<file path="src/rtl/if_stage.sv">
// Instruction fetch stage: holds the PC, issues one outstanding request at a
// time to instruction memory, and feeds the IF/ID register read by the decoder.
//
// Handshake: imem_req/imem_gnt is valid/ready. A request transfers in a cycle
// where both are high. The response arrives as a single imem_rvalid pulse no
// earlier than the cycle after the grant. The IF/ID side is valid/stall: decode
// takes the entry in any cycle with id_valid && !stall.
module if_stage #(
    parameter int              XLEN     = 64,
    parameter logic [XLEN-1:0] RESET_PC = '0
) (
    input  logic            clk,
    input  logic            rst,
    input  logic            stall,
    input  logic            redirect,
    input  logic [XLEN-1:0] redirect_pc,
    output logic            imem_req,
    output logic [XLEN-1:0] imem_addr,
    input  logic            imem_gnt,
    input  logic            imem_rvalid,
    input  logic [31:0]     imem_rdata,
    output logic            id_valid,
    output logic [XLEN-1:0] id_pc,
    output logic [31:0]     id_instr,
    output logic [6:0]      id_opcode,
    output logic [1:0]      dbg_state    // 0 REQ, 1 WAIT, 2 HOLD, 3 DROP
);

    localparam logic [31:0] NOP = 32'h0000_0013;

    typedef enum logic [1:0] {
        S_REQ  = 2'd0,   // presenting a request
        S_WAIT = 2'd1,   // granted, waiting for the response
        S_HOLD = 2'd2,   // response parked in the skid buffer behind a stall
        S_DROP = 2'd3    // waiting for a response that a redirect made stale
    } state_t;

    state_t          state, state_next;
    logic [XLEN-1:0] pc, pc_next, pc_inc;
    logic [XLEN-1:0] skid_pc, skid_pc_next;
    logic [31:0]     skid_instr, skid_instr_next;
    logic            id_valid_next;
    logic [XLEN-1:0] id_pc_next;
    logic [31:0]     id_instr_next;

    assign imem_req  = (state == S_REQ) && !rst;
    assign imem_addr = pc;
    assign id_opcode = id_instr[6:0];
    assign dbg_state = state;
    assign pc_inc    = pc + XLEN'(4);

    // State, PC, skid buffer and IF/ID register.
    always_ff @(posedge clk) begin
        if (rst) begin
            state      <= S_REQ;
            pc         <= RESET_PC;
            skid_pc    <= '0;
            skid_instr <= NOP;
            id_valid   <= 1'b0;
            id_pc      <= '0;
            id_instr   <= NOP;
        end else begin
            state      <= state_next;
            pc         <= pc_next;
            skid_pc    <= skid_pc_next;
            skid_instr <= skid_instr_next;
            id_valid   <= id_valid_next;
            id_pc      <= id_pc_next;
            id_instr   <= id_instr_next;
        end
    end

    // Next-state logic; a redirect overrides stall and any arriving data.
    always_comb begin
        state_next      = state;
        pc_next         = pc;
        skid_pc_next    = skid_pc;
        skid_instr_next = skid_instr;
        id_valid_next   = id_valid;
        id_pc_next      = id_pc;
        id_instr_next   = id_instr;

        if (redirect) begin
            pc_next       = {redirect_pc[XLEN-1:2], 2'b00};
            id_valid_next = 1'b0;
            case (state)
                S_REQ:   if (imem_gnt) state_next = S_DROP;
                S_WAIT:  state_next = imem_rvalid ? S_REQ : S_DROP;
                S_HOLD:  state_next = S_REQ;
                S_DROP:  if (imem_rvalid) state_next = S_REQ;
                default: state_next = S_REQ;
            endcase
        end else begin
            // Decode takes the current entry; a load below may refill it.
            if (id_valid && !stall) id_valid_next = 1'b0;
            case (state)
                S_REQ: begin
                    if (imem_gnt) state_next = S_WAIT;
                end
                S_WAIT: begin
                    if (imem_rvalid) begin
                        pc_next = pc_inc;
                        if (!id_valid || !stall) begin
                            id_valid_next = 1'b1;
                            id_pc_next    = pc;
                            id_instr_next = imem_rdata;
                            state_next    = S_REQ;
                        end else begin
                            skid_pc_next    = pc;
                            skid_instr_next = imem_rdata;
                            state_next      = S_HOLD;
                        end
                    end
                end
                S_HOLD: begin
                    if (!stall) begin
                        id_valid_next = 1'b1;
                        id_pc_next    = skid_pc;
                        id_instr_next = skid_instr;
                        state_next    = S_REQ;
                    end
                end
                S_DROP: begin
                    if (imem_rvalid) state_next = S_REQ;
                end
                default: state_next = S_REQ;
            endcase
        end
    end

endmodule

</file>
<file path="config.mk">
export PLATFORM = sky130hd
export DESIGN_NAME = if_stage
export DESIGN_NICKNAME = d
export VERILOG_FILES = /design/src/rtl/if_stage.sv
export SDC_FILE = /design/constraint.sdc
export NUM_CORES = 1
export LEC_CHECK = 0
export CAP_MARGIN = 20
export CORE_MARGIN = 10
export CORE_UTILIZATION = 50
export DETAILED_ROUTE_END_ITERATION = 8
export PLACE_DENSITY = 0.81
export REMOVE_ABC_BUFFERS = 1
export SETUP_SLACK_MARGIN = 0.2
export SLEW_MARGIN = 20
export SYNTH_ARGS = -nofsm -noshare
export SYNTH_HDL_FRONTEND = slang
export SYNTH_SLANG_ARGS = --single-unit
export TNS_END_PERCENT = 100
</file>
<file path="constraint.sdc">
create_clock -name clk -period 3 [get_ports clk]
set_input_delay 0.3 -clock clk [delete_from_list [all_inputs] [get_ports clk]]
set_output_delay 0.3 -clock clk [all_outputs]
set_load 0.005 [all_outputs]
</file>
==> results of run 1 <==
==> critical path, stage by stage (launching register included) <==
cell and delay, ps:
dfxtp_1 380, inv_1 140, ha_2 270, nand4_1 210
or3_4 410, or4_4 500, or3_1 330, a311oi_1 270
==> flip-flops by register name (all words and copies together), names as in the netlist <==
name / flops
skid_pc: 62
id_pc: 62
dbg_state: 2
id_instr: 32
id_valid: 1
skid_instr: 32
imem_addr: 62
==> power by group through the flow <==
stage | combinational, W | sequential, W | clock (W)
floorplan | 0.00103 | 0.00400 | 0
global placement | 0.00206 | 0.00398 | 0
detailed placement | 0.00209 | 0.00400 | 0
CTS | 0.00211 | 0.00393 | 0.00346
global route | 0.00229 | 0.00397 | 0.00356
finish | 0.00209 | 0.00393 | 0.00337
==> placed cells by master (no fill, tap or decap), types with 18 or more instances in the layout <==
cell	count
clkdlybuf4s50_1	265
clkbuf_16	29
mux2i_1	113
xnor2_1	31
nand2_1	220
nor3_1	18
buf_4	24
a21oi_1	109
nor2_1	163
dfxtp_1	253
xor2_1	24
nand3_1	28
a211oi_1	116
==> path summary, 6_finish.rpt <==
path	startpoint	end	slack, ps	cells after the start
setup reg to reg	dbg_state[1]	imem_addr[37]	380	7
hold / removal	rst	imem_addr[4]	220	2
setup / recovery	dbg_state[1]	imem_addr[37]	380	7
hold reg to reg	skid_pc[49]	skid_pc[49]	450	2
==> kinds of logic (layout without fill, tap and decap cells) <==
family | Yosys count | count (layout) | synth area share, %
xor+xnor | 55 | 55 | 4.35
buf+inv | 137 | 364 | 5.14
simple gates | 501 | 501 | 19.5
fa+ha+maj | 6 | 6 | 0.678
mux | 113 | 113 | 10.2
compound gates | 249 | 249 | 14.3
other cells | 1 | 8 | 0.0339
flops | 253 | 253 | 45.8
==> metal layers <==
| layer | global-route usage, % | part of all wire, % | vias to the layer above |
|---|---|---|---|
| met4 | 5.26 | 2.1 | 4 |
| met3 | 8.11 | 9.9 | 58 |
| met2 | 36.2 | 46 | 332 |
| met5 | 0 | 0.10 | - |
| met1 | 27.3 | 42 | 4789 |
| li1 | - | - | 4969 |
==> per-stage QoR <==
step | instances | hold WS, ps
after floorplan | 1199 | 369
after global placement | 1772 | 441
after detailed placement | 1772 | 446
after CTS | 1823 | 199
after global routing | 1827 | 229
final | 1829 | 219
==> final cells by class <==
class	count	area, µm²	share of cell area (%)
flip-flops and latches	253	5060	34.1
diodes	4	10.0	0.0674
inverters	18	68.8	0.464
multi-input cells	928	5490	37.0
clock inverters	12	91.3	0.615
clock buffers	39	823	5.55
well taps	280	350	2.36
repair buffers	295	2950	19.8
==> timing repair <==
| action | 4_1_cts | 5_1_grt |
|---|---|---|
| endpoints found under the setup margin | 0 | 7 |
| gates resized for setup | 0 | 2 |
| setup buffers | 0 | 2 |
==> flow_summary_export.csv, run 1 <==
group,metric,value,unit
cells_and_area,drive_gt1_share,6.08,%
cts,cts_tree,"built",
synth,synth-seq-cells,253,
synth,synth.top_cells.by_count,"dfxtp_1 (253), nand2_1 (220), nor2_1 (163)",
timing,max_freq,382,MHz
timing,final_hold_viol_count,0,
floorplan,io-pin-count,273,
cts,numCtsBuffers,28,
synth,synthesis.area,11100,µm²
synth,synth.distinct_cells,46,
worst_setup_path,crit_type,"reg2reg",
power_and_ir_drop,pwr-share-clk,35.9,%
synth,synthFlopType,"dfxtp_1",
cts,ctsHtreeMaxLevel,1,
worst_setup_path,worstPathMaxFanout,9,
route,drc_errors,0,
global_route,grt-ovfl-total,0,
power_and_ir_drop,finalPower,0.00939,W
synth,synthArstFlopShare,0,%
route,firstDrtPassIters,5,
cts,path_clk_slew,60,ps
synth,synth_warnings,0,
placement,gp_congestion,0.842,
timing,period_needed,2620,ps
synth,seq_area_frac_synth,45.8,%
route,detail-route-antenna-nets,0,
hold_path,hold_class,"in2reg",
timing,worst_slack,380,ps
route,drt-total-wl,33400,µm
power_and_ir_drop,combPwrFrac,22.2,%
power_and_ir_drop,p_per_area,633,nW/µm²
power_and_ir_drop,internal_power,0.00681,W
synth,yosys-top-cells-area,"dfxtp_1 (46%), mux2i_1 (10%), a211oi_1 (7.9%)",
run,drv_cap,0,
timing,skew,9.90,ps
synth,synth_cells,1315,
floorplan,start_util,50.7,%
power_and_ir_drop,switching_share,27.5,%
cts,cts_hold_buf,0,
floorplan,die_y,169,µm
global_route,grt_max_degree,101,
cells_and_area,syn_to_final_growth,34.1,%
route,wl_per_cell,18.2,µm
timing,worst_pin_slew,888,ps
cells_and_area,final_nets,1632,
timing,rsz0062_at_grt,"no",
cts,clkSinkCount,253,
global_route,grt_pass1_vias,9946,
run_status,status,"completed",
cells_and_area,n_fill_cell,1725,
placement,placed_cell_area,13900,µm²
worst_setup_path,start_kind,"flop",
synth,synth_top_area_share,45.8,%
worst_setup_path,critPathRequiredTime,3440,ps
timing,setup_viol,0,
synth,synth_edf_count,0,
worst_setup_path,endpoint_kind,"flop",
route,vias_per_cell,5.55,
floorplan,die_w,169,µm
synth,synth.most_common_cell,"dfxtp_1",
cells_and_area,finalInstanceArea,14800,µm²
power_and_ir_drop,seqPwrFrac,41.8,%
global_route,antenna_found_initial,5,
cells_and_area,fin_util,68.0,%
synth,synth_top_cell_by_area,"dfxtp_1",
cts,clk_latency,530,ps
route,drtIter0Drc,823,
placement,dp_hpwl,22500,µm
power_and_ir_drop,leakage,5.02,nW
worst_setup_path,worst_ep_arrival_time,3060,ps
power_and_ir_drop,p_sw,0.00258,W
timing,maxSlewHeadroom,40.8,%
cts,cts_buffer_depth,3,
placement,dpl_worst_slack,194,ps
timing,setup_tns,0,ps
power_and_ir_drop,peakVddDrop,0.402,mV
synth,syn_area_per_cell,8.42,µm²
cts,cts_root_buf,"clkbuf_16",
global_route,grt_first_pass_wirelength,53100,µm
floorplan,dieArea,28500,µm²
global_route,grtUsageTotal,22.2,%
timing,finalCritPeriodShare,87.3,%
timing,final-max-slew-violation-count,0,
floorplan,rows,54,
route,vias,10200,
floorplan,core,21800,µm²
placement,portBuffers,266,
No activity file was read; power rests on OpenSTA's default activity.
==> run 2, diff against run 1 <==
==> constraint.sdc (replaced) <==
create_clock -name clk -period 3 [get_ports clk]
set_input_delay 0.3 -clock clk [delete_from_list [all_inputs] [get_ports clk]]
set_output_delay 0.3 -clock clk [all_outputs]
set_load 0.02 [all_outputs]
==> flow_summary_export.csv, run 2 (synthesis gave the netlist of run 1 again) <==
group,metric,value,unit
run_status,status,"completed",
placement,portBuffers,266,
worst_setup_path,crit_slowest_cell,"or4_4",
cells_and_area,final_nets,1634,
timing,final-max-slew-violation-count,0,
cts,cts_hold_buf,0,
timing,period_needed,2640,ps
route,drtIter0Drc,879,
timing,worst_pin_slew,780,ps
placement,gp_congestion,0.864,
floorplan,dieArea,28500,µm²
worst_setup_path,endpoint_kind,"flop",
worst_setup_path,worst_ep_arrival_time,3080,ps
run,drv_cap,0,
hold_path,hold_class,"in2reg",
power_and_ir_drop,p_per_area,640,nW/µm²
cells_and_area,syn_to_final_growth,33.3,%
floorplan,die_w,169,µm
cts,clkSinkCount,253,
cts,path_clk_slew,60,ps
global_route,grt-ovfl-total,0,
timing,finalCritPeriodShare,88.0,%
floorplan,start_util,50.7,%
route,drt-total-wl,33000,µm
timing,rsz0062_at_grt,"no",
floorplan,io-pin-count,273,
timing,final_hold_viol_count,0,
cells_and_area,drive_gt1_share,5.78,%
worst_setup_path,critPathRequiredTime,3440,ps
global_route,grtUsageTotal,21.8,%
cells_and_area,final_common_cell,"clkdlybuf4s50_1",
worst_setup_path,worstPathMaxFanout,8,
floorplan,die_y,169,µm
timing,setup_viol,0,
worst_setup_path,start_kind,"flop",
timing,skew,15.8,ps
placement,dp_hpwl,22400,µm
placement,placed_cell_area,13900,µm²
timing,maxSlewHeadroom,48.0,%
route,drc_errors,0,
worst_setup_path,crit_chain,"nand4_1 > or4_1 > or4_4 > or3_1 > a311oi_1",
worst_setup_path,crit_type,"reg2reg",
cts,numCtsBuffers,27,
global_route,grt_first_pass_wirelength,51900,µm
power_and_ir_drop,leakage,4.96,nW
placement,dpl_worst_slack,233,ps
cts,ctsHtreeMaxLevel,1,
cts,cts_buffer_depth,3,
timing,max_freq,379,MHz
worst_setup_path,slowest_delay,610,ps
cells_and_area,finalInstanceArea,14800,µm²
route,vias,10100,
route,vias_per_cell,5.57,
timing,worst_slack,361,ps
cts,clk_latency,530,ps
global_route,antenna_found_initial,5,
global_route,grt_pass1_vias,9595,
power_and_ir_drop,peakVddDrop,0.483,mV
floorplan,core,21800,µm²
global_route,grt_max_degree,138,
route,wl_per_cell,18.1,µm
route,firstDrtPassIters,7,
cts,cts_tree,"built",
route,detail-route-antenna-nets,0,
cells_and_area,layout_common_cells,"clkdlybuf4s50_1 (265), dfxtp_1 (253), nand2_1 (220)",
cts,cts_root_buf,"clkbuf_16",
floorplan,rows,54,
==> run 2: cell type report <==
cell class	instances	area, µm²
Antenna cell	2	5.00
Clock buffer	36	739
Timing Repair Buffer	298	2980
Tap cell	280	350
Fill cell	1752	7070
Clock inverter	8	46.3
Sequential cell	253	5060
Multi-Input combinational cell	928	5500
Inverter	18	68.8
==> run 2: worst max-delay path: cells and delay by family, from the launching register on <==
kind / cells / cell delay [ps]
AO/OA/AOI/OAI: 1 / 250
AND/OR/NAND/NOR: 4 / 1790
flip-flops: 1 / 490
==> run 2: worst paths after layout <==
path | from | end | slack [ps] | cells past startpoint
hold reg to reg | skid_pc[4] | skid_pc[4] | 450 | 2
hold / removal | rst | imem_addr[38] | 240 | 2
setup reg to reg | imem_addr[22] | imem_addr[37] | 360 | 5
setup / recovery | imem_addr[22] | imem_addr[37] | 360 | 5
==> run 2: repair_timing <==
item / 4_1_cts / 5_1_grt
resized for setup: 0 / 3
setup buffers: 0 / 2
setup endpoints to repair: 0 / 12
==> run 2: stage by stage <==
step | total power, W | std cells | utilization, % | hold slack (ps) | setup TNS [ps]
2_1_floorplan | 0.00541 | 1199 | - | 369 | -498080
3_3_place_gp | 0.00644 | 1775 | 63.9 | 441 | 0
3_5_place_dp | 0.00649 | 1775 | 63.9 | 446 | 0
4_1_cts | 0.00953 | 1819 | 67.5 | 245 | 0
5_1_grt | 0.00988 | 1822 | 67.6 | 262 | 0
6_report | 0.00945 | 1823 | 67.6 | 243 | 0
==> run 2: report_power, final <==
group / switching [W] / leakage, nW / internal [W]
Sequential: 0.000238 / 2.07 / 0.00368
Combinational: 0.00134 / 2.51 / 0.00115
Clock: 0.00132 / 0.390 / 0.00171
==> run 2: per-layer routing <==
layer / wire, µm / vias to the layer above / track usage [%]
met3: 2980 / 45 / 7.94
li1: - / 4967 / -
met2: 15200 / 302 / 35.3
met1: 14200 / 4830 / 27.0
met5: 27 / - / 0
met4: 645 / 4 / 5.03
==> run 3, diff against run 2 <==
- TNS_END_PERCENT: 100 -> not set
==> results of run 3 <==
Same layout as run 2: the final DEF is identical, and so are final timing and power.
